File: config.mk
export PLATFORM = sky130hd
export DESIGN_NAME = relu_maxpool_2x2
export DESIGN_NICKNAME = d
export VERILOG_FILES = /design/src/rtl/relu_maxpool_2x2.sv
export SDC_FILE = /design/constraint.sdc
export NUM_CORES = 1
export LEC_CHECK = 0
export ABC_AREA = 1
export BUFFER_PORTS_ARGS = -buffer_cell sky130_fd_sc_hd__clkbuf_2
export CORE_AREA = 2 2 236 238
export DETAILED_ROUTE_END_ITERATION = 7
export DIE_AREA = 0 0 238 240
export REMOVE_ABC_BUFFERS = 1
export SYNTH_ARGS = -nofsm -noshare
export SYNTH_HDL_FRONTEND = slang
export SYNTH_SLANG_ARGS = --single-unit
File: constraint.sdc
create_clock -name clk -period 3.3 [get_ports clk]
set_input_delay 0.66 -clock clk [delete_from_list [all_inputs] [get_ports clk]]
set_output_delay 0.66 -clock clk [all_outputs]
set_load 0.01 [all_outputs]
File: src/rtl/relu_maxpool_2x2.sv
// relu_maxpool_2x2: streaming 2x2 stride-2 signed max-pool with optional ReLU.
// Ports: clk, rstn (async low), in_valid/in_data in, sync_clr, pool_valid/pool_data/pool_last out.
// Build option: define RELU_EN to clamp negative input samples to zero before pooling.
//
// Parameters:
//   DATA_W  sample width, signed two's complement
//   IN_W    input feature-map width (even, >= 4)
//   IN_H    input feature-map height (even, >= 2)
//
// Port summary:
//   clk         clock
//   rstn        asynchronous active-low reset
//   in_valid    input sample strobe, one sample per high cycle
//   in_data     signed input sample
//   sync_clr    synchronous frame restart (drops a coincident sample)
//   pool_valid  one-cycle strobe marking pool_data valid
//   pool_data   signed pooled result, held between strobes
//   pool_last   high with pool_valid on the final pooled sample of a frame

module relu_maxpool_2x2 #(
    parameter int DATA_W = 22,
    parameter int IN_W   = 24,
    parameter int IN_H   = 24
) (
    input  logic                     clk,
    input  logic                     rstn,
    input  logic                     in_valid,
    input  logic signed [DATA_W-1:0] in_data,
    input  logic                     sync_clr,
    output logic                     pool_valid,
    output logic signed [DATA_W-1:0] pool_data,
    output logic                     pool_last
);

    localparam int CW = (IN_W > 2) ? $clog2(IN_W) : 2;
    localparam int RW = (IN_H > 2) ? $clog2(IN_H) : 1;
    localparam int HW = CW - 1;
    localparam int LB = IN_W / 2;

    // Raster position of the sample currently on in_data
    logic        [CW-1:0]     r_col;
    logic        [RW-1:0]     r_row;

    // Left sample of the current horizontal pair
    logic signed [DATA_W-1:0] r_pair;

    // Horizontal pair maxima of the even row, one per block column
    logic signed [DATA_W-1:0] r_line_buf [LB];

    logic                     r_pool_valid;
    logic signed [DATA_W-1:0] r_pool_data;
    logic                     r_pool_last;

    logic signed [DATA_W-1:0] w_sample;
    logic signed [DATA_W-1:0] w_pm;
    logic signed [DATA_W-1:0] w_lb_rd;
    logic signed [DATA_W-1:0] w_pool;
    logic        [HW-1:0]     w_idx;
    logic                     w_last_col;
    logic                     w_last_row;
    logic                     w_take;
    logic                     w_lb_wr;

    // Input conditioning
    always_comb begin
`ifdef RELU_EN
        w_sample = in_data[DATA_W-1] ? '0 : in_data;
`else
        w_sample = in_data;
`endif
    end

    assign w_idx      = r_col[CW-1:1];
    assign w_last_col = (r_col == CW'(IN_W - 1));
    assign w_last_row = (r_row == RW'(IN_H - 1));

    // A sample is consumed only when no frame restart is requested
    assign w_take     = in_valid && !sync_clr;

    // Pair max, then max against the stored upper-row pair of the same block
    assign w_pm       = (r_pair > w_sample) ? r_pair : w_sample;
    assign w_lb_rd    = r_line_buf[w_idx];
    assign w_pool     = (w_lb_rd > w_pm) ? w_lb_rd : w_pm;

    // Upper row of a block only writes; lower row only reads the same slot
    assign w_lb_wr    = rstn && w_take && r_col[0] && !r_row[0];

    // Raster counters
    always_ff @(posedge clk or negedge rstn) begin
        if (!rstn) begin
            r_col <= '0;
            r_row <= '0;
        end else if (sync_clr) begin
            r_col <= '0;
            r_row <= '0;
        end else if (in_valid) begin
            if (w_last_col) begin
                r_col <= '0;
                if (w_last_row) begin
                    r_row <= '0;
                end else begin
                    r_row <= r_row + 1'b1;
                end
            end else begin
                r_col <= r_col + 1'b1;
            end
        end
    end

    // Pair register
    always_ff @(posedge clk or negedge rstn) begin
        if (!rstn) begin
            r_pair <= '0;
        end else if (sync_clr) begin
            r_pair <= '0;
        end else if (in_valid && !r_col[0]) begin
            r_pair <= w_sample;
        end
    end

    // Line buffer has no reset; every slot is written before it is read
    always_ff @(posedge clk) begin
        if (w_lb_wr) begin
            r_line_buf[w_idx] <= w_pm;
        end
    end

    // Output strobe, data and end-of-frame flag
    always_ff @(posedge clk or negedge rstn) begin
        if (!rstn) begin
            r_pool_valid <= 1'b0;
            r_pool_data  <= '0;
            r_pool_last  <= 1'b0;
        end else if (sync_clr) begin
            r_pool_valid <= 1'b0;
            r_pool_last  <= 1'b0;
        end else begin
            r_pool_valid <= 1'b0;
            r_pool_last  <= 1'b0;
            if (in_valid && r_col[0] && r_row[0]) begin
                r_pool_valid <= 1'b1;
                r_pool_data  <= w_pool;
                r_pool_last  <= w_last_col && w_last_row;
            end
        end
    end

    assign pool_valid = r_pool_valid;
    assign pool_data  = r_pool_data;
    assign pool_last  = r_pool_last;

endmodule

# After elaboration in Yosys (flattened, before gate mapping)
# Memories as Yosys holds them, arrays and structs flattened.
# Index checks and enable logic that the tools add are counted.
# totals
ram_bits	264
output_inout_bits	24
regBits	56
in_bits	26
elab_cells	47
mem_count	1
# classes
magnitude_cmp	2
n_eq_ne	2
muxes	17
reduce_logical	16
addsub	2
bitwise_logic	1
# memory_table
name	words	word_bits	rd	rd_clocked_by_memory_dff	write_ports	line_no	source
r_line_buf	12	22	1	0	1	48	logic signed [DATA_W-1:0] r_line_buf [LB];
# ops
operator	count
$mux W22	4
$gt A22 B22 Y1	2
$mux W5	7
$add A5 B1 Y5 const B	2
$eq A5 B5 Y1 const B	2
$logic_and A1 B1 Y1	8
$mux W1	6
$reduce_bool A2 Y1	3
$reduce_and A2 Y1	2
$logic_not A1 Y1	3
$not A1 Y1	1

# Logic depth before layout (Yosys ltp)
# Gate-level depths: netlist of the first run.
# logic_depth
word_depth	7
ltp_mapped	32

# Worst setup path after synthesis of the first run
# OpenSTA, ideal clock, no wires.
# synth_timing
kind	input to register
startpoint	in in_data[21]
endpoint	reg r_pool_data[13], in the netlist pool_data[13]
path_stages	25
setup_slack_ns	-0.536
path_buffers	3
arrival_time_ns	3.719
path_cell_list	inv_1 > ha_1 > nand2_2 > nor2_4 > nand3_1 > or3_1 > buf_2 > nand3_4 > buf_12 > nand2_2 > nand2_1 > inv_1 > ha_1 > nand2_1 > nor2_1 > nand2_1 > nor2_1 > nand2_1 > nand4_1 > nand3_2 > buf_2 > nor2_1 > nor2_1 > nand2_1 > nand2_1
# synth_via
elab_chain_cells	4
# synth_rtl
item	line_no	source
start, declared	28	input logic signed [DATA_W-1:0] in_data,
$gt A22 B22 Y1	81	assign w_pm = (r_pair > w_sample) ? r_pair : w_sample;
$mux W22 *	81	
via w_pm[21]	55	logic signed [DATA_W-1:0] w_pm;
$gt A22 B22 Y1 *	83	assign w_pool = (w_lb_rd > w_pm) ? w_lb_rd : w_pm;
$mux W22 *	83	
end signal, assigned	142	r_pool_data <= w_pool;
end, declared	51	logic signed [DATA_W-1:0] r_pool_data;
# Mark *: on every way through the listed nets, which the timed path passes. The rest lies on a longest branch.
# A chain may end at the register's enable or synchronous reset.

# Worst setup path after layout of the first run
# layout_timing
startpoint	reg r_pair[19]
endpoint	reg r_pool_data[9], in the netlist pool_data[9]
# layout_via
elab_chain_cells	4
# layout_rtl
item	line_no	source
start, declared	45	logic signed [DATA_W-1:0] r_pair;
start signal, assigned	117	r_pair <= w_sample;
$gt A22 B22 Y1	81	
$mux W22	81	
via w_pm[6]	55	
$gt A22 B22 Y1	83	
$mux W22	83	
# The timed path passes the listed nets, and every way through them passes these cells.

==> results.tsv, run 1 <==
metric	value	unit
Bufs on Longest Clock Path	3	
clock sinks	320	
drt first-iter violations	978	
top-area cell type share of the netlist area	56.5	%
Synth async-reset ratio	17.5	%
final net count	1512	
Post-synth EDFFs	264	
Synth area leader	edfxtp_1	
CTS Root Cell	clkbuf_16	
Hold WC Path Type	in2async	
Leakage	7.41	nW
combinational power share	19.2	%
Total Wirelength	42.8	mm
synthesized cell area	0.0140	mm2
routed via count	10394	
Max-Cap Viols	0	
synthesized netlist cell count	1218	
IO Pins	50	
Clk pin slew, worst setup/hold paths	0.06	ns
Tot GR Track Use	14.9	%
switching power share of the total	27.0	%
Hold Slack	0.355	ns
switching power	2.92	mW
global-route wire length before repair	63.9	mm
endpoints failing hold	0	
CP max-delay cell	dfrtp_1	
Clk pwr share	36.6	%
# DRC	0	
crit path DAT	4.19	ns
Die Ht	240	um
Area contributors post-synth	edfxtp_1 (57%), dfrtp_1 (10%), nand2_1 (8.2%)	
CP Capture Type	flip-flop	
routed length per instance	19.7	um
vias in the first global route	10279	
drt pass-1 iters	5	
detailed placement HPWL	25.9	mm
Synth Register Bits	320	
P per Cell Area	579	mW/mm2
Num CTS Buffers	35	
worst clock skew	0.0197	ns
overall power	10.8	mW
pin count of the biggest net entering global routing	57	
crit-path leading delay family	simple AND/OR/NAND/NOR gates	
crit path time final	3.79	ns
CTS tree	built	
Max Fclk	0.264	GHz
VDD IR-drop max	0.335	mV
Antenna diodes	0	
internal power	7.89	mW
P&R area growth vs syn	33.0	%
Worst-Margin Slew	1.02	ns
Buffers & Inverters on Critical Path	7	
fin. max-slew vios	0	
Detail Route Antenna Nets	0	
layout cell share with drive strength beyond 1	33.3	%
Core Footprint	0.0547	mm2
library cells used by synthesis	33	
Syn Area/Cell	11.5	um2
grt total ovfl	0	
initial core utilization	25.6	%
Finished Core Util	34.1	%
Final setup viols	22	
clock insertion delay at the later pin of the skew report	0.53	ns
dpl cells	2075	
final cell count without fillers	2171	
count leader, synth	nand2_1	
Worst setup SP type	flip-flop	
worst path required time	3.70	ns
width of the die	238	um
sequential share of power	44.2	%
sequential fraction of the synthesis area	66.5	%
Yosys warning count	0	
DR vias/cell	4.79	
Max FO, Critical Path	6	
htree depth	2	
port bufs	49	
Crit Path Category	reg2reg	
fin crit share	115	%
CP max stage delay	0.41	ns
Max-slew headroom	31.9	%
failing checks	setup timing	
Setup WS post-layout	-0.487	ns
RD Place Congestion	0.836	
Final TNS setup	-9.10	ns
status	finished with violations	
die area	0.0571	mm2
RSZ-0062 raised after global routing	yes	
placement row count	86	
initial antenna violation count	3	
main flop type after synthesis	edfxtp_1	
top cells by count, synth	nand2_1 (308), edfxtp_1 (264), a22oi_1 (130)	
[final timing paths]
kind | startpoint | endpoint | slack, ns | depth (start not counted)
setup / recovery | r_pair[19] | pool_data[9] | -0.49 | 28
hold / removal | rstn | pool_data[18] | 0.35 | 2
setup reg to reg | r_pair[19] | pool_data[9] | -0.49 | 28
hold reg to reg | pool_data[18] | pool_data[18] | 0.50 | 2
max in group asynchronous | rstn | pool_data[15] | 2.40 | 2
min in group clk | in_data[10] | r_pair[10] | 0.46 | 3
[sequential cells by signal, summed over array words and instances (netlist names)]
register    cells
pool_data      22
pool_valid      1
r_row           5
r_col           5
pool_last       1
r_line_buf    264
r_pair         22
[cell usage in the layout, fill, tap and decap left out, types with 3 or more instances in the layout]
cell / count
buf_12: 20
clkbuf_2: 48
nand3_1: 77
edfxtp_1: 264
clkbuf_1: 4
a22oi_1: 130
bufinv_16: 3
clkbuf_16: 36
nor3_1: 5
nand2_1: 254
nand3_2: 20
buf_4: 155
nand4_1: 7
dfrtp_1: 56
ha_4: 20
clkinv_1: 3
clkinv_2: 4
ha_1: 26
inv_6: 4
inv_2: 9
nand2_2: 62
clkinvlp_4: 3
clkbuf_8: 6
a21oi_1: 8
buf_6: 14
nor2_4: 16
nand2_4: 12
a21oi_2: 7
nor2_1: 28
inv_1: 79
nand3_4: 3
o21ai_0: 26
nor3_2: 3
nor2_2: 35
[final cells by class]
cell class	instances	area [um2]
Multi-Input combinational cell	752	4860
Inverter	89	337
Sequential cell	320	9330
Clock buffer	45	973
Clock inverter	19	196
Tap cell	704	881
Timing Repair Buffer	242	2070
Fill cell	5320	36000
[routing by layer]
layer,vias up,global-route usage (%),part of all wire (%)
li1,4774,-,-
met1,5158,20.4,44
met2,371,24.0,47
met3,85,2.85,6.9
met4,6,4.45,2.6
met5,-,0,0.080
[timing repair]
item                                    4_1_cts  5_1_grt
gates resized for setup                     145       53
setup buffers                                25        8
gates cloned                                  3        1
hold buffers                                  0        0
pin swaps                                    39       52
endpoints found under the setup margin       22       34
[power by group through the flow]
| stage | clock network, mW | logic (mW) | registers [mW] |
|---|---|---|---|
| after floorplan | 0 | 0.718 | 4.85 |
| after global routing | 4.15 | 2.28 | 4.79 |
| after global placement | 0 | 1.53 | 4.86 |
| final | 3.95 | 2.08 | 4.78 |
| after CTS | 4.00 | 1.99 | 4.78 |
| after detailed placement | 0 | 1.56 | 4.86 |
[kinds of logic after synthesis]
family / Yosys count / share of synthesized area [%]
AOI/OAI and AO/OA: 179 / 8.85
xor gates and xnor gates: 1 / 0.0625
adders and majority gates: 46 / 4.11
buffers and inverters: 146 / 4.44
DFF: 320 / 66.5
and+or+nand+nor: 526 / 16.0
[per-stage QoR]
step / setup slack (ns) / area [um2]
floorplan: -1.54 / 13700
global placement: -1.11 / 16300
detailed placement: -1.15 / 16300
CTS: -0.370 / 18400
global route: -0.698 / 18700
finish: -0.487 / 18700
(Power assumes the default switching activity.)
==> inputs of run 2 (changes only) <==
--- a/config.mk
+++ b/config.mk
@@ -14,3 +14,4 @@
 export SYNTH_ARGS = -nofsm -noshare
 export SYNTH_HDL_FRONTEND = slang
 export SYNTH_SLANG_ARGS = --single-unit
+export TNS_END_PERCENT = 50
==> run 2 against run 1 <==
Against the previous run:
- the flow still finishes with violations (setup timing)
- clock skew increased by 0.0035 ns
- sequential power about the same
- combinational power about the same
- non-clock buffer count increased by 3
- highest routed layer unchanged
==> results.tsv, run 2 (synthesis results as in run 1) <==
metric	value	unit	change
end of the critical path	pool_data[9]		
pin count of the biggest net entering global routing	57		unchanged
placement row count	86		unchanged
critical path launch point	r_pair[19]		
Worst setup SP type	flip-flop		
global-route wire length before repair	63.9	mm	about the same
Critical Path Stages	28		unchanged
routed via count	10435		+0.39%
RSZ-0062 raised after global routing	yes		
status	finished with violations		
routed length per instance	19.7	um	-0.15%
Worst-Margin Slew	0.993	ns	-0.0281 ns
fin. max-slew vios	0		unchanged
final net count	1515		+0.20%
Final TNS setup	-10.89	ns	-1.80 ns
Clk pin slew, worst setup/hold paths	0.06	ns	about the same
Max Fclk	0.264	GHz	about the same
final cell count without fillers	2174		+0.14%
reg2reg start	r_pair[19]		
crit path time final	3.79	ns	+0.00269 ns
commonest non-fill, non-tap cell in the layout	edfxtp_1		
CTS tree	built		
internal power	7.90	mW	+0.12%
P per Cell Area	579	mW/mm2	about the same
initial core utilization	25.6	%	unchanged
crit-path leading delay family	simple AND/OR/NAND/NOR gates		
htree depth	2		unchanged
clock sinks	320		unchanged
Die Ht	240	um	unchanged
Hold WC Path Type	in2async		
worst reg2reg setup slack	-0.49	ns	about the same
die area	0.0571	mm2	unchanged
layout cell share with drive strength beyond 1	33.4	%	+0.068 points
Total Wirelength	42.8	mm	about the same
switching power share of the total	27.0	%	about the same
# DRC	0		unchanged
Top reg by flops	r_line_buf		
max FFs per register	264		unchanged
grt total ovfl	0		unchanged
RD Place Congestion	0.836		unchanged
FF-to-FF path depth	28		unchanged
detailed placement HPWL	25.9	mm	unchanged
Buffers & Inverters on Critical Path	7		unchanged
worst clock skew	0.0232	ns	+0.00346 ns
Bufs on Longest Clock Path	3		unchanged
IO Pins	50		unchanged
crit path DAT	4.19	ns	about the same
# fillers	5319		-0.019%
CP max-delay cell	dfrtp_1		
Max-slew headroom	33.8	%	+1.9 points
dpl cells	2075		unchanged
Max-Cap Viols	0		unchanged
CP Capture Type	flip-flop		
P&R area growth vs syn	33.3	%	
Antenna diodes	0		unchanged
Clk pwr share	36.6	%	about the same
drt pass-1 iters	5		unchanged
drt first-iter violations	899		-8.1%
worst reg2reg path endpoint	pool_data[9]		
Detail Route Antenna Nets	0		unchanged
Max FO, Critical Path	6		unchanged
Final setup viols	34		+55%
failing checks	setup timing		
width of the die	238	um	unchanged
endpoints failing hold	0		unchanged
CTS Root Cell	clkbuf_16		
worst path required time	3.70	ns	about the same
Setup WS post-layout	-0.490	ns	-0.00269 ns
DR vias/cell	4.80		+0.26%
clock insertion delay at the later pin of the skew report	0.53	ns	about the same
switching power	2.92	mW	+0.21%
initial antenna violation count	3		unchanged
most frequent cells in the layout	edfxtp_1 (264), nand2_1 (255), buf_4 (155)		
CP max stage delay	0.41	ns	about the same
Tot GR Track Use	14.9	%	about the same
Leakage	7.42	nW	+0.26%
port bufs	49		unchanged
combinational power share	19.3	%	about the same
VDD IR-drop max	0.336	mV	about the same
Core Footprint	0.0547	mm2	unchanged
Finished Core Util	34.2	%	+0.055 points
Num CTS Buffers	35		unchanged
sequential share of power	44.2	%	about the same
overall power	10.8	mW	+0.15%
Crit Path Category	reg2reg		
fin crit share	115	%	about the same
vias in the first global route	10265		-0.14%
==> run 2: cell types whose count changed in the layout (fill, tap and decap cells not counted) <==
cell,change
buf_6,+2
nor2_4,-1
nand2_1,+1
nor2_2,+1
nand2_2,-1
buf_8,+1
==> run 2: layout make-up <==
type | instances | area [um2] | share of cell area (%)
Inverter | 89 | 337 | 1.80
Clock inverter | 19 | 196 | 1.05
Sequential cell | 320 | 9330 | 49.9
Timing Repair Buffer | 245 | 2110 | 11.3
Multi-Input combinational cell | 752 | 4860 | 26.0
Clock buffer | 45 | 973 | 5.21
Tap cell | 704 | 881 | 4.72
==> run 2: metrics by stage <==
step / cell area [um2] / hold slack [ns] / setup WS, ns
finish: 18700 / 0.356 / -0.490
global route: 18700 / 0.436 / -0.697
CTS: 18400 / 0.393 / -0.370
detailed placement: 16300 / 0.475 / -1.15
global placement: 16300 / 0.475 / -1.11
floorplan: 13700 / 0.364 / -1.54
==> run 2: worst register-to-register path: cells and delay by family (launching register included) <==
kind	cells	cell delay [ns]
AND/OR/NAND/NOR	19	1.89
adder cells (fa/ha/maj)	2	0.55
buffers and inverters	7	0.79
flip-flops	1	0.41
==> run 2: power by group through the flow <==
| stage | combinational [mW] | clock [mW] | sequential, mW |
|---|---|---|---|
| after CTS | 1.99 | 4.00 | 4.78 |
| after detailed placement | 1.56 | 0 | 4.86 |
| after floorplan | 0.718 | 0 | 4.85 |
| after global placement | 1.53 | 0 | 4.86 |
| final | 2.09 | 3.96 | 4.78 |
| after global routing | 2.29 | 4.15 | 4.79 |
==> run 2: timing repair <==
item | CTS | global route
endpoints found under the setup margin | 22 | 34
gates resized for setup | 144 | 53
pin swaps | 44 | 50
buffers inserted | 25 | 8
cloned | 3 | 1
hold buffers | 0 | 0
==> run 2: worst min-delay path by stage <==
stage	start	end	slack, ns	depth (start not counted)
finish	rstn	r_pair[5]	0.36	2
detailed placement	pool_data[18]	pool_data[18]	0.47	2
CTS	rstn	r_row[1]	0.39	2
floorplan	rstn	pool_data[0]	0.36	0
global placement	pool_data[14]	pool_data[14]	0.48	2
global route	rstn	r_row[2]	0.44	2
==> run 2: layer usage <==
metal / up-vias / wire length, um / track usage (%)
li1: 4781 / - / -
met1: 5179 / 18400 / 20.5
met2: 388 / 20100 / 23.9
met3: 81 / 3090 / 2.87
met4: 6 / 1090 / 4.41
met5: - / 34 / 0
==> inputs of run 3 (changes only) <==
--- a/config.mk
+++ b/config.mk
@@ -8,6 +8,7 @@
 export ABC_AREA = 1
 export BUFFER_PORTS_ARGS = -buffer_cell sky130_fd_sc_hd__clkbuf_2
 export CORE_AREA = 2 2 236 238
+export CTS_BUF_LIST = sky130_fd_sc_hd__clkbuf_2 sky130_fd_sc_hd__clkbuf_4 sky130_fd_sc_hd__clkbuf_8
 export DETAILED_ROUTE_END_ITERATION = 7
 export DIE_AREA = 0 0 238 240
 export REMOVE_ABC_BUFFERS = 1
==> run 3 against run 2 <==
Against the previous run:
- the run still ends with setup timing left
- critical path depth shrank 3
- worst setup slack improved by 0.043 ns
- power down 5.2%
- die area unchanged
- register-to-register slack improved by 0.04 ns
- first-iteration DRC count is 5.2% higher
- wire length up 2.3%
- clock power down 17%
==> results.tsv, run 3 (synthesis results as in run 1) <==
metric	value	unit	change
Bufs on Longest Clock Path	3		unchanged
global-route wire length before repair	64.7	mm	+1.2%
Tot GR Track Use	15.1	%	+0.18 points
Top reg by flops	r_line_buf		
Hold Slack	0.302	ns	-0.0539 ns
Max-slew headroom	33.3	%	-0.48 points
CP Capture Type	flip-flop		
Crit Path Category	reg2reg		
CTS Root Cell	clkbuf_8		
Max FO, Critical Path	5		-1
routed via count	10578		+1.4%
crit-path leading delay family	simple AND/OR/NAND/NOR gates		
Buffers & Inverters on Critical Path	7		unchanged
initial core utilization	25.6	%	unchanged
crit path time final	3.75	ns	-0.0428 ns
worst path required time	3.78	ns	+0.08 ns
detailed placement HPWL	25.9	mm	unchanged
cell mode on critical path	buf_12		
worst clock skew	0.0271	ns	+0.00397 ns
port bufs	49		unchanged
fin crit share	114	%	-1.3 points
commonest non-fill, non-tap cell in the layout	edfxtp_1		
Core Footprint	0.0547	mm2	unchanged
reg2reg start	r_pair[12]		
clock insertion delay at the later pin of the skew report	0.60	ns	+0.07 ns
Worst-Margin Slew	1.00	ns	+0.00724 ns
Worst setup SP type	flip-flop		
Die Ht	240	um	unchanged
clock sinks	320		unchanged
endpoints failing hold	0		unchanged
DR vias/cell	4.74		-1.2%
Finished Core Util	34.2	%	+0.050 points
RD Place Congestion	0.836		unchanged
Antenna diodes	0		unchanged
VDD IR-drop max	0.323	mV	-3.7%
P&R area growth vs syn	33.4	%	
status	finished with violations		
Clk pin slew, worst setup/hold paths	0.07	ns	about the same
Final setup viols	46		+35%
# fillers	5342		+0.43%
worst reg2reg setup slack	-0.45	ns	+0.04 ns
Leakage	7.51	nW	+1.1%
drt first-iter violations	946		+5.2%
drt pass-1 iters	6		+1
CTS Hold Bufs	0		unchanged
FF-to-FF path depth	25		-11%
crit path DAT	4.23	ns	+0.04 ns
most frequent cells in the layout	edfxtp_1 (264), nand2_1 (251), buf_4 (180)		
Max-Cap Viols	0		unchanged
htree depth	2		unchanged
placement row count	86		unchanged
grt total ovfl	0		unchanged
fin. max-slew vios	0		unchanged
Num CTS Buffers	50		+43%
P per Cell Area	548	mW/mm2	-5.3%
CTS tree	built		
Max Fclk	0.267	GHz	+1.1%
IO Pins	50		unchanged
max FFs per register	264		unchanged
routed length per instance	19.6	um	-0.27%
# DRC	0		unchanged
Hold WC Path Type	in2async		
worst reg2reg path endpoint	pool_data[8]		
final net count	1556		+2.7%
layout cell share with drive strength beyond 1	35.5	%	+2.1 points
die area	0.0571	mm2	unchanged
Setup WS post-layout	-0.447	ns	+0.0428 ns
CP max-delay cell	dfrtp_1		
Total Wirelength	43.7	mm	+2.3%
initial antenna violation count	3		unchanged
RSZ-0062 raised after global routing	yes		
failing checks	setup timing		
vias in the first global route	10577		+3.0%
pin count of the biggest net entering global routing	57		unchanged
CP max stage delay	0.43	ns	+0.02 ns
width of the die	238	um	unchanged
Detail Route Antenna Nets	0		unchanged
run 3: through the flow:
step / area, um2 / setup TNS, ns / total power [mW] / cells / worst slack (ns)
6_report: 18700 / -15.42 / 10.3 / 2230 / -0.447
5_1_grt: 18700 / -23.72 / 10.7 / 2230 / -0.659
4_1_cts: 18400 / -19.51 / 10.2 / 2234 / -0.392
3_5_place_dp: 16300 / -24.22 / 6.41 / 2075 / -1.15
3_3_place_gp: 16300 / -23.17 / 6.39 / 2075 / -1.11
2_1_floorplan: 13700 / -170.03 / 5.57 / 1161 / -1.54
run 3: repair_timing:
action | CTS | global route
gates resized for setup | 117 | 86
setup buffers | 62 | 7
cloned | 3 | 0
setup endpoints to repair | 22 | 70
pin swaps | 61 | 50
run 3: metal layers:
layer | track usage, % | up-vias | share of wire [%] | wire length [um]
met5 | 0 | - | 0.078 | 34
met3 | 3.21 | 83 | 7.1 | 3090
met1 | 20.2 | 5241 | 43 | 18700
met4 | 4.87 | 6 | 2.7 | 1190
li1 | - | 4860 | - | -
met2 | 24.5 | 388 | 47 | 20700
run 3: final cells by class:
type / instances / area [um2] / share of cell area, %
inverter: 89 / 334 / 1.79
timing repair buffer: 271 / 2290 / 12.3
multi-input combinational: 752 / 4880 / 26.1
tap: 704 / 881 / 4.71
clock inverter: 23 / 133 / 0.709
sequential: 320 / 9330 / 49.9
clock buffer: 71 / 858 / 4.59
run 3: how the worst max path moves through the flow:
stage,end,slack [ns],depth (start not counted),start
after floorplan,pool_data[0],-1.54,16,r_col[2]
after global placement,pool_data[18],-1.11,27,in_data[9]
after detailed placement,pool_data[18],-1.15,26,in_data[9]
after CTS,pool_data[19],-0.39,32,r_pair[9]
after global routing,pool_data[7],-0.66,28,r_pair[21]
final,pool_data[8],-0.45,25,r_pair[12]
run 3: where the power goes:
group	internal (mW)	leakage (nW)	switching, mW
clock network	1.76	0.524	1.54
registers	4.63	3.15	0.152
logic	0.987	3.83	1.19
total	7.38	7.51	2.88
